**src/rtl/fcs_pkg.sv**
```systemverilog
// fcs_pkg: shared CRC-32 constants, arbiter states and requester IDs
// for the TX/RX FCS arbiter slice.
package fcs_pkg;

  localparam logic [31:0] CRC_POLY    = 32'h04C11DB7;
  localparam logic [31:0] CRC_INIT    = 32'hFFFFFFFF;
  localparam logic [31:0] CRC_XOROUT  = 32'hFFFFFFFF;
  localparam logic [31:0] CRC_RESIDUE = 32'hC704DD7B;

  localparam int REQ_TX = 0;
  localparam int REQ_RX = 1;

  typedef enum logic [1:0] {
    IDLE,
    GRANT,
    DONE
  } state_t;

endpackage

```
**src/rtl/crc32_step.sv**
```systemverilog
// crc32_step: one 32-bit word through an MSB-first CRC-32 register,
// bit 31 of the word first, purely combinational.
module crc32_step
  import fcs_pkg::*;
#(
  parameter logic [31:0] POLY = CRC_POLY
) (
  input  logic [31:0] crc_in,
  input  logic [31:0] data_in,
  output logic [31:0] crc_out
);

  function automatic logic [31:0] step(
    input logic [31:0] c,
    input logic [31:0] d
  );
    logic [31:0] r;
    logic        fb;
    r = c;
    for (int i = 31; i >= 0; i--) begin
      fb = r[31] ^ d[i];
      r  = {r[30:0], 1'b0} ^ (fb ? POLY : 32'h0);
    end
    return r;
  endfunction

  assign crc_out = step(crc_in, data_in);

endmodule

```
**src/rtl/fcs_arbiter.sv**
```systemverilog
// fcs_arbiter: frame-level sharing of one CRC-32 engine between TX and RX.
// Optional res_match residue output: define FCS_ARB_RESIDUE_CHECK_EN.
module fcs_arbiter
  import fcs_pkg::*;
#(
  parameter logic [31:0] POLY   = CRC_POLY,
  parameter logic [31:0] INIT   = CRC_INIT,
  parameter logic [31:0] XOROUT = CRC_XOROUT,
  parameter int          LEN_W  = 16
) (
  input  logic             clk,
  input  logic             rst_n,
  input  logic [1:0]       req_valid,
  input  logic [63:0]      req_data,
  input  logic [1:0]       req_last,
  output logic [1:0]       req_ready,
  output logic             busy,
  output logic             res_valid,
  output logic             res_id,
  output logic [31:0]      res_crc,
  output logic [LEN_W-1:0] res_len
`ifdef FCS_ARB_RESIDUE_CHECK_EN
  ,
  output logic             res_match
`endif
);

  state_t             state_q;
  state_t             state_d;
  logic               owner_q;
  logic               rr_q;
  logic [31:0]        crc_q;
  logic [LEN_W-1:0]   cnt_q;

  logic               winner;
  logic               own_valid;
  logic               own_last;
  logic [31:0]        own_data;
  logic               accept;
  logic [31:0]        crc_next;
  logic [LEN_W-1:0]   cnt_next;

  assign winner    = (&req_valid) ? rr_q : req_valid[REQ_RX];
  assign own_valid = req_valid[owner_q];
  assign own_last  = req_last[owner_q];
  assign own_data  = owner_q ? req_data[63:32] : req_data[31:0];
  assign accept    = (state_q == GRANT) && own_valid;
  assign cnt_next  = (&cnt_q) ? cnt_q : cnt_q + 1'b1;

  crc32_step #(
    .POLY(POLY)
  ) u_step (
    .crc_in (crc_q),
    .data_in(own_data),
    .crc_out(crc_next)
  );

  // Next-state and handshake outputs
  always_comb begin
    state_d   = state_q;
    req_ready = 2'b00;
    busy      = (state_q != IDLE);
    res_valid = (state_q == DONE);
    unique case (state_q)
      IDLE: begin
        if (|req_valid) state_d = GRANT;
      end
      GRANT: begin
        req_ready[owner_q] = 1'b1;
        if (accept && own_last) state_d = DONE;
      end
      DONE: begin
        state_d = IDLE;
      end
      default: begin
        state_d = IDLE;
      end
    endcase
  end

  // State, grant owner, round-robin pointer and running CRC/count
  always_ff @(posedge clk) begin
    if (!rst_n) begin
      state_q <= IDLE;
      owner_q <= 1'b0;
      rr_q    <= 1'b0;
      crc_q   <= INIT;
      cnt_q   <= '0;
    end else begin
      state_q <= state_d;
      if (state_q == IDLE) begin
        crc_q <= INIT;
        cnt_q <= '0;
        if (|req_valid) owner_q <= winner;
        if (&req_valid) rr_q <= ~winner;
      end else if (accept) begin
        crc_q <= crc_next;
        cnt_q <= cnt_next;
      end
    end
  end

  // Result registers, loaded on the last beat and held until the next one
  always_ff @(posedge clk) begin
    if (!rst_n) begin
      res_id    <= 1'b0;
      res_crc   <= '0;
      res_len   <= '0;
`ifdef FCS_ARB_RESIDUE_CHECK_EN
      res_match <= 1'b0;
`endif
    end else if (accept && own_last) begin
      res_id    <= owner_q;
      res_crc   <= crc_next ^ XOROUT;
      res_len   <= cnt_next;
`ifdef FCS_ARB_RESIDUE_CHECK_EN
      res_match <= (crc_next == CRC_RESIDUE);
`endif
    end
  end

endmodule

```
**config.mk**
```make
export PLATFORM = sky130hd
export DESIGN_NAME = fcs_arbiter
export DESIGN_NICKNAME = d
export VERILOG_FILES = /design/src/rtl/fcs_pkg.sv /design/src/rtl/crc32_step.sv /design/src/rtl/fcs_arbiter.sv
export SDC_FILE = /design/constraint.sdc
export NUM_CORES = 1
export LEC_CHECK = 0
export CAP_MARGIN = 30
export CORE_AREA = 10 10 98 187
export DETAILED_ROUTE_END_ITERATION = 8
export DIE_AREA = 0 0 108 197
export PLACE_DENSITY = 0.76
export SYNTH_ARGS = -nofsm -noshare
export SYNTH_HDL_FRONTEND = slang
export SYNTH_SLANG_ARGS = --single-unit
```
**constraint.sdc**
```tcl
create_clock -name clk -period 4.18 [get_ports clk]
set_input_delay 0.627 -clock clk [delete_from_list [all_inputs] [get_ports clk]]
set_output_delay 0.627 -clock clk [all_outputs]
set_load 0.01 [all_outputs]
```
==> run_results.csv <==
group,metric,value,unit
timing,finalCriticalPeriod,4.23,ns
yosys,yosysUniqueCellTypes,42,
layout,regArea,2030,um2
detailed_routing,viasPerCell,5.27,
setup_path,cp_max_fo,4,
setup_path,startpoint_type,"input port",
floorplan,fp.coreArea,15300,um2
cts,clock_path_buffers,2,
layout,final_area,11200,um2
setup_path,cp_data_arrival_time,4.47,ns
setup_path,critPathBufInv,4,
yosys,async_flop_share,0,%
timing,skew,0.0168,ns
yosys,synth-seq-cells,101,
cts,insertion_delay,0.36,ns
placement,dpl.cell_count,1212,
timing,finalHoldViolCount,0,
yosys,syn_inst,763,
min_path,hold_class,"register to register",
global_routing,grt_max_degree,45,
timing,rsz0062_at_grt,"yes",
cts,htreeDepth,3,
cts,hold_buffers,0,
setup_path,critical-path-slowest-cell,"xnor3_2",
placement,portBuffers,122,
setup_path,path_delay_family,"XOR/XNOR gates",
detailed_routing,drt-initial-drc-count,354,
timing,worstMarginPinSlew,0.718,ns
placement,dpl_cell_area,10100,um2
detailed_routing,totalWireLength,26900,um
yosys,yosysWarnings,0,
floorplan,die_h,197,um
global_routing,grt_pass1_wl,37500,um
timing,fmax,237,MHz
floorplan,io-pin-count,123,
yosys,syn_nets,834,
floorplan,die_w,108,um
setup_path,cp.required,4.42,ns
timing,setup_viol,3,
setup_path,crit_chain,"clkdlybuf4s50_1 -> mux2i_2 -> buf_4 -> xor2_4 -> buf_6 -> xnor2_1 -> xnor2_1 -> xnor3_2 -> xor2_1 -> xnor3_2 -> xnor2_1 -> xnor2_1 -> xnor2_2 -> buf_4 -> nand2_1 -> o211a_1",
yosys,synth_area,7380,um2
timing,maxSlewViolCount,0,
layout,nets,1123,
cts,clkTransAtPathRegs,0.07,ns
yosys,synth_edf_count,0,
layout,antenna_cells,0,
layout,final_cells,1255,
timing,worst_slack,-0.0470,ns
setup_path,path_common_cell,"xnor2_1",
setup_path,endpoint_kind,"register",
detailed_routing,postRouteAntennaNets,0,
yosys,ys_seq_area_share,27.4,%
floorplan,rows,64,
global_routing,grt.total_usage,23.2,%
placement,dpl_worst_slack,-0.483,ns
setup_path,criticalPathCategory,"input port to register",
global_routing,first_global_vias,6619,
layout,fillCellCount,1054,
global_routing,grt_antenna_before_repair,0,
status,violations,"setup timing",
detailed_routing,route.detailed.drc,0,
setup_path,r2r_cells,18,
timing,slew_headroom,50.7,%
min_path,hold_path_depth,2,
floorplan,die-area,21300,um2
yosys,synthFlopType,"dfxtp_1",
setup_path,cp.depth,16,
placement,dp_hpwl,19900,um
flow_run,cap_violations,0,
placement,gp_congestion,1.00,
layout,drive_above_1_share,28.9,%
timing,fin_setup_tns,-0.0970,ns
cts,numCtsBuffers,9,
cts,cts_num_sinks,101,
floorplan,start_util,48.3,%
cts,clock-root-buffer,"clkbuf_16",
setup_path,crit_path_max_incr_delay,0.53,ns
detailed_routing,drtPass1Iterations,5,
layout,multi_input_area,5850,um2
detailed_routing,vias,6614,
global_routing,grt_overflow,0,
status,status,"finished, violations left",
yosys,syn_avg_cell_area,9.68,um2
detailed_routing,wl_per_cell,21.4,um
cts,cts_tree,"built",
setup_path,ff2ff_setup_slack,0.01,ns
timing,min_period_over_period,101,%
layout,syn_to_final_growth,51.3,%
[through the flow]
step                      utilization (%)  hold WS (ns)
after floorplan                         -         0.452
final                                73.0         0.462
after CTS                            68.6         0.465
after global placement               65.9         0.443
after global routing                 73.0         0.481
after detailed placement             65.9         0.453
[worst reg2reg max path: stages, from the launching register on]
cell	delay [ns]
dfxtp_4	0.38
buf_12	0.16
buf_6	0.19
mux2i_1	0.35
xnor2_1	0.21
xor2_1	0.30
buf_4	0.18
xnor3_1	0.38
xor2_1	0.30
xor2_1	0.24
buf_4	0.17
xnor2_4	0.09
xnor2_2	0.25
xor2_2	0.21
buf_4	0.17
xnor2_4	0.13
buf_4	0.15
nand2_1	0.05
o211a_1	0.14
[synthesized netlist by cell type (2+ instances only)]
cell type  instances  area [um2]
inv_1              2        7.51
o211a_1           22         220
xor2_2             5        81.3
clkbuf_1          29         109
o21ai_0           15        75.1
nor3_1             5        25.0
xor3_1             5         119
o211ai_1          11        82.6
xnor2_1          153        1340
xnor2_2           13         211
xnor3_1           28         631
and2_1             9        56.3
nor2_1            40         150
and4_1             2        17.5
nand4_1            3        18.8
buf_6              2        22.5
xor2_1            73         639
a21boi_1           2        15.0
nand3_1           19        95.1
a21oi_1           12        60.1
xnor3_2            3        71.3
nand2b_1           6        37.5
a21boi_0          14         105
dfxtp_1          101        2020
or3_1              2        12.5
nand2_1          115         432
xnor2_4            5         138
mux2i_1           34         340
nor3b_1            5        37.5
and3_1             6        37.5
buf_1              3        11.3
a21o_1             3        22.5
nor2b_1            7        43.8
[path summary, 6_finish.rpt]
check,startpoint,to
worst max-delay path,req_data[54],res_crc[26]$_SDFFE_PN0P_
worst min-delay path,res_crc[13]$_SDFFE_PN0P_,res_crc[13]$_SDFFE_PN0P_
worst max register to register,owner_q$_SDFFE_PN0P_,res_crc[11]$_SDFFE_PN0P_
worst min register to register,res_crc[13]$_SDFFE_PN0P_,res_crc[13]$_SDFFE_PN0P_
[kinds of logic after synthesis]
family | after synthesis | synth area share [%]
mux | 35 | 4.76
fa+ha+maj | 1 | 0.169
buf+inv | 37 | 2.10
compound gates | 83 | 8.29
xor+xnor | 286 | 44.1
flops | 101 | 27.4
simple gates | 220 | 13.2
[area by class of cell]
class                      instances  share of cell area, %
clock inverter                     6                  0.526
timing repair buffer             313                   24.5
multi-input combinational        625                   52.4
tap                              198                   2.22
sequential                       101                   18.1
clock buffer                      10                   2.14
inverter                           2                 0.0672
[state kept, by name (all words and copies together) (netlist names)]
register,cells
state_q,2
res_id,1
res_len,16
owner_q,1
res_crc,32
cnt_q,16
rr_q,1
crc_q,32
[cells in the final DEF, fill, tap and decap left out, types with 13 or more instances in the layout]
cell | netlist | final
xnor3_1 | 28 | 18
xnor2_4 | 5 | 17
nand3_1 | 19 | 19
xnor2_2 | 13 | 30
xnor2_1 | 153 | 124
o21ai_0 | 15 | 14
nand2_1 | 115 | 114
xnor3_2 | 3 | 13
xor2_2 | 5 | 17
buf_4 | 0 | 180
mux2i_1 | 34 | 26
o211a_1 | 22 | 22
a21boi_0 | 14 | 13
nor2_1 | 40 | 39
xor2_1 | 73 | 55
dfxtp_1 | 101 | 100
clkdlybuf4s50_1 | 0 | 119
[layer usage]
metal  up-vias  track usage (%)  part of all wire [%]
met2       278             43.9                    54
li1       3074                -                     -
met5         -                0                     0
met3       114             3.73                   5.0
met1      3148             21.0                    32
met4         0             17.4                   9.3
[repair_timing]
action                                  in CTS  in global routing
setup buffers                                3                 25
cloned                                       0                  0
pin swaps                                    3                 32
hold endpoints to repair                     0                  0
endpoints found under the setup margin      26                 44
resized for setup                           13                 76
Power is not shown: default switching activity piles up to over one toggle a cycle in this logic, so the estimate is an artifact.
